$ cat src/rtl/booth_product_accumulator.sv
// Accumulates a programmed number of signed products from booth_multiplier into a
// wider two's-complement sum, then offers the sum on a valid/ready handshake.
// The multiplier cannot be stalled, so products arriving outside a run are
// discarded and flagged rather than back-pressured.
module booth_product_accumulator #(
    parameter int unsigned WIDTH_PRODUCT = 32,
    parameter int unsigned WIDTH_ACC     = 40, // must be >= WIDTH_PRODUCT
    parameter int unsigned COUNT_WIDTH   = 8
) (
    input  logic                     clk,
    input  logic                     reset,
    input  logic                     start,
    input  logic [COUNT_WIDTH-1:0]   num_terms,
    input  logic                     prod_valid,
    input  logic [WIDTH_PRODUCT-1:0] product,
    output logic                     busy,
    output logic                     acc_valid,
    input  logic                     acc_ready,
    output logic [WIDTH_ACC-1:0]     acc_out,
    output logic                     overflow,
    output logic                     dropped
);

    typedef enum logic [1:0] {
        StIdle  = 2'd0,
        StAccum = 2'd1,
        StDone  = 2'd2
    } state_t;

    state_t                 state_q, state_d;
    logic [WIDTH_ACC-1:0]   acc_q, acc_d;
    logic [COUNT_WIDTH-1:0] remaining_q, remaining_d;
    logic                   overflow_q, overflow_d;
    logic                   dropped_q, dropped_d;

    logic signed [WIDTH_PRODUCT-1:0] product_s;
    logic [WIDTH_ACC-1:0]            product_ext;
    logic [WIDTH_ACC-1:0]            sum;
    logic                            sum_ovf;

    // Sign-extend the product and form the wrapping sum plus its signed-overflow flag
    always_comb begin
        product_s   = product;
        product_ext = WIDTH_ACC'(product_s);
        sum         = acc_q + product_ext;
        // Overflow: both operands share a sign but the result does not.
        sum_ovf     = (acc_q[WIDTH_ACC-1] == product_ext[WIDTH_ACC-1]) &&
                      (sum[WIDTH_ACC-1] != acc_q[WIDTH_ACC-1]);
    end

    // Next-state logic for the run FSM, accumulator, term counter and sticky flags
    always_comb begin
        state_d     = state_q;
        acc_d       = acc_q;
        remaining_d = remaining_q;
        overflow_d  = overflow_q;
        dropped_d   = dropped_q;

        unique case (state_q)
            StIdle: begin
                if (start) begin
                    acc_d       = '0;
                    overflow_d  = 1'b0;
                    dropped_d   = 1'b0;
                    remaining_d = num_terms;
                    if (num_terms != '0) begin
                        state_d = StAccum;
                    end else begin
                        state_d = StDone;
                    end
                end
                // A product seen alongside start still arrived before the run began.
                if (prod_valid) begin
                    dropped_d = 1'b1;
                end
            end

            StAccum: begin
                if (prod_valid) begin
                    acc_d       = sum;
                    remaining_d = remaining_q - COUNT_WIDTH'(1);
                    if (sum_ovf) begin
                        overflow_d = 1'b1;
                    end
                    if (remaining_q == COUNT_WIDTH'(1)) begin
                        state_d = StDone;
                    end
                end
            end

            StDone: begin
                // start is deliberately not looked at here, even on the handshake cycle.
                if (acc_ready) begin
                    state_d = StIdle;
                end
                if (prod_valid) begin
                    dropped_d = 1'b1;
                end
            end

            default: begin
                state_d = StIdle;
            end
        endcase
    end

    // State register with synchronous active-low reset; reset discards any partial sum
    always_ff @(posedge clk) begin
        if (!reset) begin
            state_q     <= StIdle;
            acc_q       <= '0;
            remaining_q <= '0;
            overflow_q  <= 1'b0;
            dropped_q   <= 1'b0;
        end else begin
            state_q     <= state_d;
            acc_q       <= acc_d;
            remaining_q <= remaining_d;
            overflow_q  <= overflow_d;
            dropped_q   <= dropped_d;
        end
    end

    // Outputs come straight from registers, so nothing combinational reaches them
    always_comb begin
        busy      = (state_q != StIdle);
        acc_valid = (state_q == StDone);
        acc_out   = acc_q;
        overflow  = overflow_q;
        dropped   = dropped_q;
    end

endmodule
$ cat config.mk
export PLATFORM = sky130hd
export DESIGN_NAME = booth_product_accumulator
export DESIGN_NICKNAME = d
export VERILOG_FILES = /design/src/rtl/booth_product_accumulator.sv
export SDC_FILE = /design/constraint.sdc
export NUM_CORES = 1
export LEC_CHECK = 0
export CORE_ASPECT_RATIO = 1.25
export CORE_MARGIN = 2
export CORE_UTILIZATION = 53
export CTS_BUF_LIST = sky130_fd_sc_hd__clkbuf_2
export DETAILED_ROUTE_END_ITERATION = 16
export PLACE_DENSITY = 0.93
export SYNTH_ARGS = -nofsm -noshare
export SYNTH_HDL_FRONTEND = slang
export SYNTH_SLANG_ARGS = --single-unit
$ cat constraint.sdc
create_clock -name clk -period 4 [get_ports clk]
set_input_delay 0.8 -clock clk [delete_from_list [all_inputs] [get_ports clk]]
set_output_delay 0.8 -clock clk [all_outputs]
set_load 0.1 [all_outputs]
### Word-level counts from Yosys, hierarchy flattened

Cells that the tools add are included.

| storage, ports and cells | value |
|---|---|
| logic and storage cells | 48 |
| flip-flop bits (word level) | 52 |
| input port bits | 45 |
| output and inout bits | 44 |

| operators by class | value |
|---|---|
| reduce and logical (&&, ||, !) cells | 10 |
| multiplexer cells | 19 |
| add/sub/neg operators | 2 |
| equality and inequality tests | 12 |

Operators with widths:

| kind | count |
|---|---|
| $mux W40 | 2 |
| $pmux W40 S2 | 1 |
| $add A40 B40 Y40 | 1 |
| $mux W8 | 2 |
| $pmux W8 S2 | 1 |
| $mux W2 | 5 |
| $ne A2 B2 Y1 const B | 5 |
| $eq A8 B1 Y1 const B | 1 |
| $reduce_and A4 Y1 | 2 |
| $reduce_bool A8 Y1 | 1 |
| $sub A8 B1 Y8 const B | 1 |
| $pmux W2 S3 | 1 |
| $reduce_and A3 Y1 | 2 |
| $reduce_bool A2 Y1 | 3 |
| $mux W1 | 5 |
| $pmux W1 S2 | 2 |
| $ne A3 B3 Y1 const B | 1 |
| $eq A2 B1 Y1 const B | 1 |
| $eq A2 B2 Y1 const B | 1 |
| $logic_not A2 Y1 | 1 |
| $ne A2 B1 Y1 const B | 1 |
| $eq A1 B1 Y1 | 1 |
| $logic_and A1 B1 Y1 | 1 |
| $ne A1 B1 Y1 | 1 |

### Depth between registers and ports, before layout

| depth | value |
|---|---|
| depth after elaboration | 6 |
| mapped depth | 12 |
| depth with buffers taken out | 12 |

### Least setup slack after synthesis

No wires, ideal clock.

| timing | value |
|---|---|
| path kind | reg-to-reg |
| start point | register acc_q[4] (netlist: acc_out[4]) |
| end point | register acc_q[33] (netlist: acc_out[33]) |
| library setup time | 0.128 ns |
| setup slack | 0.727 ns |
| data required time | 3.872 ns |
| buffers on the path | 0 |
| stages on the path, launching flop included | 11 |
| arrival | 3.144 ns |
| path through | dfxtp_1 -> ha_1 -> a21oi_1 -> o211ai_2 -> a41o_1 -> a221oi_2 -> o21ai_0 -> a41oi_1 -> o21bai_1 -> xnor2_1 -> o21ai_0 |

| between the ends | value |
|---|---|
| cells in the longest elaborated chain, start to end | 3 |

RTL lines:

| what | line | source |
|---|---|---|
| start: declaration | 31 | `logic [WIDTH_ACC-1:0] acc_q, acc_d;` |
| start signal: assignment | 111 | `acc_q <= '0;` |
| start signal: assignment | 117 | `acc_q <= acc_d;` |
| $add A40 B40 Y40 | 45 | `sum = acc_q + product_ext;` |
| $mux W40 | 79 | `if (prod_valid) begin` |
| $pmux W40 S2 | 59 | `unique case (state_q)` |

No other way between the ends. The select of a mux whose other input is x is not followed.
A chain may end at the register's enable or synchronous reset.

### Worst setup path in the final report

| timing | value |
|---|---|
| start point | input port product[1] |
| end point | register acc_q[33] (netlist: acc_out[33]) |

| between the ends | value |
|---|---|
| cells in the longest elaborated chain, start to end | 3 |

RTL lines:

| what | line | source |
|---|---|---|
| start: declaration | 15 | `input logic [WIDTH_PRODUCT-1:0] product,` |
| $add A40 B40 Y40 | 45 |  |
| $mux W40 | 79 |  |
| $pmux W40 S2 | 59 |  |

No other way between the ends. The select of a mux whose other input is x is not followed.

==> flow_metrics.tcl <==
set metrics [dict create \
    critPathKind "in2reg" \
    post_cts_resized 0 \
    start_util 0.541 \
    fin_crit_sh 0.835 \
    cts_buffers 5 \
    grt.total_usage 0.276 \
    critPathSlowestCell "clkdlybuf4s50_1" \
    clk_path_buf_depth 2 \
    netlist_area_sq_um 4190 \
    core_area_sq_um 7750 \
    ios 89 \
    insertion_delay_ns 0.48 \
    antennaDiodeCount 0 \
    ys_seq_area_frac 0.249 \
    synthToLayoutAreaGrowth_pct 24.5 \
    synth_ff_type "dfxtp_1" \
    hpwl_um 9050 \
    dieArea_sq_um 8630 \
    final_common_cell "clkdlybuf4s50_1" \
    ctsRootBufferMaster "clkbuf_2" \
    slew_viol_final 0 \
    antenna_found_initial 0 \
    min_period_ns 3.34 \
    routabilityCongestion 0.923 \
    cp-start-kind "input port" \
    cp_slowest_stage_delay_ns 0.43 \
    finalSetupViolCount 0 \
    ys_ff_latch 52 \
    path_buf_inv 1 \
    htreeDepth 2 \
    drc 0 \
    num_rows 36 \
    drt_pre_antenna_iters 6 \
    ir_worst_vdd_mv 0.323 \
    clock-sinks 52 \
    drt_wl_total_um 11700 \
    setup-tns-final_ns 0 \
    worstMarginPinSlew_ns 1.01 \
    required_ns 4.42 \
    viasPerCell 6.20 \
    cts_tree "done" \
    slew_headroom 0.325 \
    status "completed" \
    dp_cells 715 \
    cap_violations 0 \
    drt-initial-drc-count 371 \
    crit_chain "clkdlybuf4s50_1 > ha_1 > a211oi_1 > o211ai_2 > a41o_1 > a221oi_2 > o21ai_0 > a41oi_1 > o21bai_1 > xnor2_1 > o21ai_0" \
    drtAntennaViolNets 0 \
    async_reset_ff_frac 0 \
    hold_viol 0 \
    crit_family "compound AO/OA/AOI/OAI gates" \
    fmaxAchievable_ghz 0.299 \
    rsz0062_at_grt "no" \
    clk_pin_slew_ns 0.30 \
    drive_above_1_share 0.0446 \
    chipWidth_um 83.5 \
    crit_path_end_kind "flip-flop" \
    grt.overflow.total 0 \
    cp_common_cell "o21ai_0" \
    p_leak_nw 2.22 \
    grt_first_pass_wirelength_um 19900 \
    syn-instance-count 552 \
    io_buffer_count 88 \
    grt_max_degree 27 \
    synth_nets 639 \
    ys_warn_count 0 \
    die_h_um 103 \
    synth_edf_count 0 \
    arrival_ns 3.77 \
    power_density_nw_per_um2 349 \
    finalClockSkew_ns 0.0429 \
    min_path_type "reg2reg" \
    via_count 4479 \
    postCtsHoldBufs 0 \
    ys_types 54 \
    postCtsSetupBuffers 0 \
    wl_per_cell_um 16.2 \
    nNetsFinal 714 \
    final_cells 723 \
    cp_max_fo 3 \
    final_cell_mix "clkdlybuf4s50_1, nand2_1, o21ai_0" \
    synth_area_per_cell_sq_um 7.59 \
    grt_pass1_vias 4476 \
]
[logic make-up after synthesis]
group           after synthesis  synth area share
simple gates                185             0.209
compound gates              198             0.305
buf+inv                      40            0.0359
mux                           2           0.00508
fa+ha+maj                    42             0.127
xor+xnor                     33            0.0690
flops                        52             0.249
[area by class of cell]
type / count / area, sq um
multi-input cells: 460 / 3000
fillers: 659 / 2530
flip-flops and latches: 52 / 1040
repair buffers: 97 / 948
well taps: 95 / 119
inverters: 11 / 41.3
clock inverters: 2 / 35.0
clock buffers: 6 / 30.0
[per-stage QoR]
stage	setup slack (ns)	instance area (sq um)	utilization	hold WS [ns]	power (mW)
finish	0.659	5220	0.673	0.505	1.82
global placement	0.331	5150	0.665	0.464	1.50
global route	0.434	5220	0.673	0.534	1.92
floorplan	0.727	4190	-	0.459	1.28
CTS	0.707	5220	0.673	0.509	1.81
detailed placement	0.171	5150	0.665	0.481	1.52
[power by group]
group	leakage (nW)	internal, mW	switching, mW
Clock	0.0430	0.107	0.182
Sequential	0.423	0.569	0.0482
Combinational	1.75	0.303	0.610
[cell usage after synthesis, drive strengths merged (11+ instances only)]
| library cell | n | area [sq um] |
|---|---|---|
| nor2b | 21 | 131 |
| xor2 | 16 | 140 |
| o21ai | 58 | 290 |
| dfxtp | 52 | 1040 |
| ha | 41 | 513 |
| a21o | 18 | 135 |
| clkbuf | 29 | 109 |
| nand2 | 66 | 248 |
| a21oi | 56 | 284 |
| inv | 11 | 41.3 |
| xnor2 | 17 | 149 |
| nor2 | 41 | 154 |
| a22oi | 14 | 105 |
[registers in the layout, indices dropped and copies added, names as in the netlist]
name / cells
overflow: 1
dropped: 1
remaining_q: 8
state_q: 2
acc_out: 40
[final timing paths]
kind / from / end / slack, ns / depth (start not counted)
hold reg to reg: acc_out[27]$_SDFFE_PN0P_ / acc_out[27]$_SDFFE_PN0P_ / 0.50 / 2
setup reg to reg: acc_out[1]$_SDFFE_PN0P_ / acc_out[33]$_SDFFE_PN0P_ / 1.06 / 10
hold / removal: acc_out[27]$_SDFFE_PN0P_ / acc_out[27]$_SDFFE_PN0P_ / 0.50 / 2
setup / recovery: product[1] / acc_out[33]$_SDFFE_PN0P_ / 0.66 / 11
[tightest hold or removal path: stages, from the launching register on]
cell and delay, ns:
dfxtp_1 0.40, nand2_1 0.05, o21ai_0 0.06
[layer usage]
layer,track usage,wire length [um]
met2,0.512,5990
met4,0.134,349
met1,0.313,4580
met3,0.0413,815
met5,0,0
(Power assumes the default switching activity.)
